## src/rtl/sm_addsub_pipe.sv

```systemverilog
// Two-stage pipelined sign-magnitude adder/subtractor with valid/ready handshake.
// Optional macro SM_ADDSUB_POS_ZERO_EN forces a positive sign on zero results.
module sm_addsub_pipe #(
    parameter int DATA_WIDTH = 24
) (
    input  logic                  clk,
    input  logic                  rst_n,
    input  logic                  in_valid,
    output logic                  in_ready,
    input  logic [DATA_WIDTH-1:0] a,
    input  logic [DATA_WIDTH-1:0] b,
    input  logic                  sign_a,
    input  logic                  sign_b,
    input  logic                  symbol,
    output logic                  out_valid,
    input  logic                  out_ready,
    output logic [DATA_WIDTH:0]   out,
    output logic                  sign_out,
    output logic                  zero
);

    logic                  en_s;
    logic                  eff_sub_s;
    logic                  swap_s;
    logic [DATA_WIDTH-1:0] big_s;
    logic [DATA_WIDTH-1:0] small_s;

    logic                  v1_r;
    logic                  sub1_r;
    logic                  swap1_r;
    logic                  sign_a1_r;
    logic                  sign_beff1_r;
    logic [DATA_WIDTH-1:0] big1_r;
    logic [DATA_WIDTH-1:0] small1_r;

    logic [DATA_WIDTH:0]   res_s;
    logic                  res_zero_s;
    logic                  res_sign_s;

    logic                  out_valid_r;
    logic [DATA_WIDTH:0]   out_r;
    logic                  sign_out_r;
    logic                  zero_r;

    // Both stages move together whenever the output register is free or draining.
    assign en_s      = !out_valid_r || out_ready;
    assign in_ready  = !rst_n || en_s;
    assign out_valid = out_valid_r;
    assign out       = out_r;
    assign sign_out  = sign_out_r;
    assign zero      = zero_r;

    // Stage-1 decode: effective operation and magnitude ordering.
    always_comb begin
        eff_sub_s = sign_a ^ sign_b ^ symbol;
        swap_s    = (a < b);
        big_s     = swap_s ? b : a;
        small_s   = swap_s ? a : b;
    end

    // Stage-2 arithmetic on the ordered magnitudes, so subtraction never underflows.
    always_comb begin
        res_s      = sub1_r ? ({1'b0, big1_r} - {1'b0, small1_r})
                            : ({1'b0, big1_r} + {1'b0, small1_r});
        res_zero_s = (res_s == '0);
        res_sign_s = (sub1_r && swap1_r) ? sign_beff1_r : sign_a1_r;
`ifdef SM_ADDSUB_POS_ZERO_EN
        if (res_zero_s) begin
            res_sign_s = 1'b0;
        end else begin
            res_sign_s = res_sign_s;
        end
`endif
    end

    // Stage-1 register: captures the decoded operand set.
    always_ff @(posedge clk) begin
        if (!rst_n) begin
            v1_r         <= 1'b0;
            sub1_r       <= 1'b0;
            swap1_r      <= 1'b0;
            sign_a1_r    <= 1'b0;
            sign_beff1_r <= 1'b0;
            big1_r       <= '0;
            small1_r     <= '0;
        end else if (en_s) begin
            v1_r <= in_valid;
            if (in_valid) begin
                sub1_r       <= eff_sub_s;
                swap1_r      <= swap_s;
                sign_a1_r    <= sign_a;
                sign_beff1_r <= sign_b ^ symbol;
                big1_r       <= big_s;
                small1_r     <= small_s;
            end
        end
    end

    // Stage-2 register: result holds while stalled, bubbles clear out_valid.
    always_ff @(posedge clk) begin
        if (!rst_n) begin
            out_valid_r <= 1'b0;
            out_r       <= '0;
            sign_out_r  <= 1'b0;
            zero_r      <= 1'b0;
        end else if (en_s) begin
            out_valid_r <= v1_r;
            if (v1_r) begin
                out_r      <= res_s;
                sign_out_r <= res_sign_s;
                zero_r     <= res_zero_s;
            end
        end
    end

endmodule

```

## config.mk

```make
export PLATFORM = sky130hd
export DESIGN_NAME = sm_addsub_pipe
export DESIGN_NICKNAME = d
export VERILOG_FILES = /design/src/rtl/sm_addsub_pipe.sv
export SDC_FILE = /design/constraint.sdc
export NUM_CORES = 1
export LEC_CHECK = 0
export CORE_MARGIN = 3
export CORE_UTILIZATION = 42
export CTS_BUF_LIST = sky130_fd_sc_hd__clkbuf_8 sky130_fd_sc_hd__clkbuf_16
export CTS_CLUSTER_DIAMETER = 60
export DETAILED_ROUTE_END_ITERATION = 16
export PLACE_DENSITY = 0.78
export SLEW_MARGIN = 20
export SYNTH_ARGS = -nofsm -noshare
export SYNTH_HDL_FRONTEND = slang
export SYNTH_SLANG_ARGS = --single-unit
```

## constraint.sdc

```tcl
create_clock -name clk -period 3.9 [get_ports clk]
set_input_delay 0.585 -clock clk [delete_from_list [all_inputs] [get_ports clk]]
set_output_delay 0.585 -clock clk [all_outputs]
set_load 0.02 [all_outputs]
```

# Word-level counts from Yosys, hierarchy flattened
# Cells that the tools add are included.
[word_totals]
register_bits = 81
in_bits = 55
out_inout_bits = 29
elab_cells = 29
[classes]
addsub = 2
order_cmp = 1
mux = 4
bitwise_logic = 3
reduce_logical = 8
[ops]
columns = ["op", "n"]
rows = [
  ["24-bit two-way mux", 2],
  ["24-bit by 24-bit adder with 25-bit output", 1],
  ["25-bit logical NOT", 1],
  ["25-bit two-way mux", 1],
  ["24-bit by 24-bit subtractor with 25-bit output", 1],
  ["24-bit less-than comparator", 1],
  ["2-bit AND reduction", 2],
  ["1-bit bitwise XOR", 3],
  ["1-bit logical NOT", 2],
  ["1-bit logical OR", 2],
  ["1-bit logical AND", 1],
  ["1-bit two-way mux", 1],
]

# Logic depth before layout (Yosys ltp)
# Gate-level depths: netlist of run 1.
[depth]
ltp_word = 3
ltp_mapped = 19
depth_no_buf = 19

# Least setup slack after synthesis of run 1
# No wires, ideal clock.
[synth_path]
kind = "flip-flop to flip-flop"
from = "register small1_r[2]"
to = "register zero_r, in the netlist zero"
setup_time_ps = 69
arrival_ps = 4022
required_time_ps = 3831
path_slack_ps = -190
path_stages_with_launch = 20
n_path_buf = 0
period_less_slack_ps = 4090
cell_sequence = "dfxtp_1 -> nor3_2 -> nand2_1 -> or4_1 -> or4_1 -> nor2_1 -> nand2_1 -> nor2_1 -> a21oi_1 -> xnor2_1 -> ha_1 -> a41o_1 -> a21oi_1 -> a21oi_1 -> or2_2 -> a311oi_1 -> o22ai_1 -> nor4_1 -> nand4_1 -> o21ai_1"
[synth_between]
elab_chain_len = 3
word_cells_on_any_way = 4
classes_between = "add/sub (2); mux (1); reduce/logical (1)"
[synth_lines]
columns = ["element", "line_no", "rtl"]
rows = [
  ["from (decl)", "34", "logic [DATA_WIDTH-1:0] small1_r;"],
  ["from (signal assigned)", "94", "small1_r <= small_s;"],
  ["24-bit by 24-bit adder with 25-bit output / 24-bit by 24-bit subtractor with 25-bit output (equally long branches)", "64, 63", ""],
  ["25-bit two-way mux *", "63", "res_s = sub1_r ? ({1'b0, big1_r} - {1'b0, small1_r})"],
  ["25-bit logical NOT *", "65", "res_zero_s = (res_s == '0);"],
  ["to (signal assigned)", "111", "zero_r <= res_zero_s;"],
  ["to (decl)", "43", "logic zero_r;"],
]
# Mark *: on every way between the ends. The rest lies on a longest branch, timed or not.
# A chain may end at the register's enable or synchronous reset.

# Final worst setup path of run 1
[layout_path]
from = "register small1_r[4]"
to = "register zero_r, in the netlist zero"
# The elaborated chain is that of the path after synthesis.

==> flow_metrics.tcl, run 1 <==
set metrics [dict create \
    first_pass_iters 4 \
    worstPathArrival_ps 4230 \
    cts.clk_slew.worst_paths_ps 60 \
    grt_pass1_vias 4881 \
    p_per_area_nw_per_um2 423.8 \
    setup_viol 1 \
    synthCells 725 \
    async_flop_share 0 \
    synth.largest_area_cell "dfxtp_1" \
    crit_fanout 6 \
    grt_max_degree 101 \
    cts_tree "built" \
    pre_cts_ws_ps -169.5 \
    final_cell_area_um2 7528 \
    post_drt_wl_per_cell_um 13.78 \
    die_w_um 123.5 \
    htree_num_levels 3 \
    r2r.worst_path.cells 17 \
    synth-seq-area-share 0.2796 \
    peakVddDrop_uv 257.0 \
    rsz0062_at_grt "yes" \
    slew_violations 0 \
    start_util 0.4345 \
    fin_util 0.5640 \
    synth-edff-count 0 \
    avgSynthCellArea_um2 7.999 \
    yosysWarningCount 0 \
    grt-ovfl-total 0 \
    grt_antenna_before_repair 0 \
    whs_path_depth 2 \
    syn_area_um2 5799 \
    grt_use_total 0.1878 \
    max_freq_ghz 0.2529 \
    ctsHoldBuffers 0 \
    yosys_register_bits 81 \
    status "finished, violations left" \
    numCtsBuffers 9 \
    worstSetupEndpointType "flop" \
    grt_pass1_wl_um 23110 \
    rows 42 \
    clock_path_buffers 2 \
    seq_area_um2 1623 \
    worstSetupStartpointType "flop" \
    drive_above_1_share 0.1255 \
    p_leak_nw 3.333 \
    n_antenna_cell 0 \
    power_w 0.003191 \
    avgViaCountPerCell 5.301 \
    routed_wl_um 13850 \
    via_count 5328 \
    cts_sinks 81 \
    final.period_utilization 1.014 \
    placed_area_um2 7066 \
    crit_type "reg2reg" \
    synth_top_area_frac 0.2796 \
    ant_nets 0 \
    violations "negative setup slack" \
    tightest_slew_ps 638.6 \
    route.detailed.drc 0 \
    hp-class "reg2reg" \
    clock_latency_ps 350 \
    skew_ps 5.770 \
    multi_input_area_um2 4025 \
    crit_required_ps 4180 \
    final_nets 928 \
    setup_ws_ps -54.23 \
    num_io_pins 84 \
    synthTopCellsByArea "dfxtp_1 (28%), ha_1 (10%), mux2i_1 (9.0%), a21oi_1 (7.5%), o21ai_0 (6.8%)" \
    syn_nets 829 \
    relSlewSlack 0.5742 \
    coreArea_um2 13350 \
    dieArea_um2 15250 \
    synth_flop_cell "dfxtp_1" \
    area_growth_pct 29.82 \
    hold_viol_final 0 \
    fin_crit_ps 3954 \
    die_y_um 123.5 \
    drt_iter0_drc 361 \
    maxCapViolCount 0 \
    synth.lib_cells_used.distinct 63 \
    clockRootBuffer "clkbuf_16" \
    gp_routability_congestion 0.8752 \
    nFillCells 1260 \
    port_buffers 83 \
    place_hpwl_um 10340 \
]
[cells by family (layout without fill, tap and decap cells)]
family,after synthesis,in the layout,synth area share
adder cells (fa/ha/maj),49,49,0.1070
XOR/XNOR,41,41,0.06192
buffers and inverters,80,184,0.05458
flip-flops,81,81,0.2796
AND/OR/NAND/NOR,178,178,0.1547
AO/OA/AOI/OAI,242,242,0.2485
multiplexers,54,54,0.09364
[metrics by stage]
step / hold slack, ps / setup TNS, ps / std cells
after global placement: 447.7 / -120.8 / 985
after CTS: 462.9 / -115.9 / 1004
final: 455.0 / -54.23 / 1005
after floorplan: 439.6 / -15.80 / 725
after detailed placement: 461.1 / -339.3 / 985
after global routing: 473.2 / -586.0 / 1005
[placed cells by master (no fill, tap or decap), drive strengths merged, types with 23 or more instances in the layout]
cell           Yosys  final
xnor2             34     34
inv               38     40
a21oi             87     87
mux2i             52     52
ha                48     48
buf                9     48
nand2             62     62
o21ai             81     81
nor2              35     35
a21o              23     23
dfxtp             81     81
clkdlybuf4s50      0     82
[synth_stat cells, types with 3 or more instances]
cell type and count:
a211oi_1 6, a21boi_0 11, a21o_1 23, a21oi_1 87
a221oi_1 3, a31oi_1 4, and2_1 18, buf_2 7
clkbuf_1 33, dfxtp_1 81, ha_1 48, inv_1 38
mux2i_1 52, nand2_1 62, nand2b_1 5, nand3_1 5
nand4_1 9, nor2_1 35, nor2b_1 5, nor3_1 13
nor3b_1 5, o211a_1 3, o21a_1 3, o21ai_0 79
or4_1 3, xnor2_1 34, xor2_1 7
[worst max-delay path, cell delays in order, from the launching register on]
cell      delay, ps
dfxtp_2         330
nor3_4          190
nand2_2          80
or4_4           420
or4_4           440
nor2_4          110
nand2_2          70
nor2_4          130
a21oi_2          70
xnor2_1         120
ha_1            380
a21o_1          200
a21oi_2         190
o21ai_0         130
or4b_1          520
and4bb_1        290
nand4_1          90
o21ai_1         120
[registers in the layout, indices dropped and copies added (netlist names)]
register and cells:
v1_r 1, sign_out 1, sub1_r 1, out_valid 1, out 25, sign_beff1_r 1, small1_r 24, swap1_r 1
big1_r 24, zero 1, sign_a1_r 1
[final cells by class]
| cell class | instances | area share |
|---|---|---|
| clock buffer | 11 | 0.03357 |
| clock inverter | 5 | 0.008144 |
| inverter | 38 | 0.01895 |
| multi-input combinational | 564 | 0.5347 |
| sequential | 81 | 0.2156 |
| tap | 176 | 0.02925 |
| timing repair buffer | 130 | 0.1599 |
[layer usage]
metal,vias up,global-route usage,part of all wire
met5,-,0,0
met4,0,0.06782,0.019
met3,16,0.03522,0.049
met2,128,0.2657,0.41
met1,2395,0.2813,0.52
li1,2789,-,-
[where the power goes]
part	total, W	leakage [nW]	internal, W	switching, W
combinational	0.00134	2.51	0.000629	0.000706
clock	0.000890	0.157	0.000535	0.000354
sequential	0.000966	0.669	0.000906	0.0000596
total	0.00319	3.33	0.00207	0.00112
[worst paths after layout]
path / end / slack (ps) / startpoint
worst min-delay path: out[22]$_SDFFE_PN0P_ / 460 / out[22]$_SDFFE_PN0P_
worst max register to register: zero$_SDFFE_PN0P_ / -50 / small1_r[4]$_SDFFE_PN0P_
worst min register to register: out[22]$_SDFFE_PN0P_ / 460 / out[22]$_SDFFE_PN0P_
worst max-delay path: zero$_SDFFE_PN0P_ / -50 / small1_r[4]$_SDFFE_PN0P_
[timing repair]
| action | in CTS | in global routing |
|---|---|---|
| buffers inserted | 3 | 2 |
| resized for setup | 5 | 23 |
| pin swaps | 10 | 17 |
| setup endpoints to repair | 4 | 9 |
Note: power is estimated with default switching activity, not from simulation.
==> inputs of run 2 (changes only) <==
--- a/config.mk
+++ b/config.mk
@@ -10,6 +10,7 @@
 export CTS_BUF_LIST = sky130_fd_sc_hd__clkbuf_8 sky130_fd_sc_hd__clkbuf_16
 export CTS_CLUSTER_DIAMETER = 60
 export DETAILED_ROUTE_END_ITERATION = 16
+export GPL_TIMING_DRIVEN = 1
 export PLACE_DENSITY = 0.78
 export SLEW_MARGIN = 20
 export SYNTH_ARGS = -nofsm -noshare
==> results of run 2 <==
Same layout as run 1: the final DEF is identical, and so are final timing and power.
==> inputs of run 3 (changes only) <==
--- a/config.mk
+++ b/config.mk
@@ -5,10 +5,12 @@
 export SDC_FILE = /design/constraint.sdc
 export NUM_CORES = 1
 export LEC_CHECK = 0
+export ABC_CLOCK_PERIOD_IN_PS = 3900
 export CORE_MARGIN = 3
 export CORE_UTILIZATION = 42
 export CTS_BUF_LIST = sky130_fd_sc_hd__clkbuf_8 sky130_fd_sc_hd__clkbuf_16
 export CTS_CLUSTER_DIAMETER = 60
+export CTS_CLUSTER_SIZE = 28
 export DETAILED_ROUTE_END_ITERATION = 16
 export GPL_TIMING_DRIVEN = 1
 export PLACE_DENSITY = 0.78
==> results of run 3 <==
Same layout as run 1: the final DEF is identical, and so are final timing and power.
==> RTL change (flow settings as in run 2) <==
Reset style: asynchronous (`rst_n`), changed in 2 clocked blocks.
--- a/src/rtl/sm_addsub_pipe.sv
+++ b/src/rtl/sm_addsub_pipe.sv
@@ -76,3 +76,3 @@
     // Stage-1 register: captures the decoded operand set.
-    always_ff @(posedge clk) begin
+    always_ff @(posedge clk or negedge rst_n) begin
         if (!rst_n) begin
@@ -99,3 +99,3 @@
     // Stage-2 register: result holds while stalled, bubbles clear out_valid.
-    always_ff @(posedge clk) begin
+    always_ff @(posedge clk or negedge rst_n) begin
         if (!rst_n) begin
Check against the original RTL: differs if rst_n is asserted again (counterexample within 4 cycles, from zero or initial values and one cycle with rst_n low); with rst_n held inactive, the same outputs for 4 cycles.
==> RTL change against run 2 <==
- cell area up 4.8%
- via count increased by 13%
- wire length increased by 25%
- sequential cell count did not move
- setup slack gained 160 ps
- synthesized area rose by 9.2%
- highest routed layer unchanged
Power is not compared: it rests on default switching activity, and its combinational part moved more than twofold at a synthesized area within 25%.
==> RTL change: results (changes against run 2) <==
metric,value,unit,change
crit_end,zero,,
layout.nets,939,,+1.2%
pre_cts_ws,35.4,ps,+205 ps
totalWireLength,17300,um,+25%
synth_top_cells_by_count,"81 x dfrtp_1, 78 x nand2_1, 58 x o21ai_0, 48 x ha_1, 40 x a21oi_1",,
routedWlPerCell,16.9,um,+22%
crit_slowest_cell,or4_4,,
synth_compound_area_share,25.8,%,+0.98 points
fin_skew,8.98,ps,+3.21 ps
drtIter0Drc,514,,+42%
grt_pass1_vias,5699,,+17%
synthArstFlopShare,100,%,+100 points
multi_input_gates,587,,+4.1%
outcome,completed,,
final_util,53.9,%,-2.5 points
synth_area,6330,sq um,+9.2%
yosysUniqueCellTypes,67,,+6.3%
grt_pass1_wl,28800,um,+25%
n_all_buffers,119,,-8.5%
yosysSeqAreaShare,32.0,%,+4.1 points
mappedNetlistNets,854,,+3.0%
inverters,37,,-2.6%
sh_seq_area,25.7,%,+4.1 points
grt_use_total,21.1,%,+2.3 points
buf_share,14.4,%,-1.5 points
multi_input_area,4080,sq um,+1.3%
place_hpwl,12600,um,+22%
dr.pass1.iters,5,,+1
avgSynthCellArea,8.44,sq um,+5.5%
cp_data_arrival_time,4060,ps,-170 ps
synth_fa_ha_area_share,9.80,%,-0.90 points
fillers,1369,,+8.7%
clock_area_share,3.54,%,-0.64 points
reg2reg_slack,110,ps,+160 ps
ys_top_cells_by_area,"dfrtp_1 32%, ha_1 9.5%, nand2_1 4.6%",,
cp-startpoint,small1_r[2],,
crit_path_max_incr_delay,500,ps,-20 ps
setup_viol,0,,-1
min_path_type,in2async,,
synth_xor_area_share,5.40,%,-0.80 points
ys.flop_type,dfrtp_1,,
grt_start_max_net_pins,82,,-19%
viasPerCell,5.87,,+11%
seq_cells,81,,unchanged
RTL change: changes by cell type in the layout (fill, tap and decap cells not counted), sizes merged, moves of 18 or more:
cell           run 2  this run
a21oi             87        40
a211oi             6        24
nand3              5        32
dfxtp             81         0
and3               3        31
o21ai             81        63
dfrtp              0        81
mux2i             52         2
a221o              0        20
RTL change: how the worst min path moves through the flow:
stage	startpoint	depth (start not counted)	slack, ps	endpoint
floorplan	rst_n	0	290	big1_r[0]
global placement	sign_a1_r	2	460	sign_a1_r
detailed placement	out[24]	2	470	out[24]
CTS	out[24]	2	480	out[24]
global route	rst_n	2	440	out[0]
finish	rst_n	2	380	out[0]
RTL change: what timing repair did:
action                     CTS  global route
setup endpoints to repair    1             6
buffers inserted             0             2
pin swaps                    0            17
resized for setup            2            23
RTL change: layer usage:
layer,GRT usage [%],routed length (um)
met5,0,0
met2,30.9,7310
met3,2.95,1050
met4,5.19,273
met1,32.5,8650
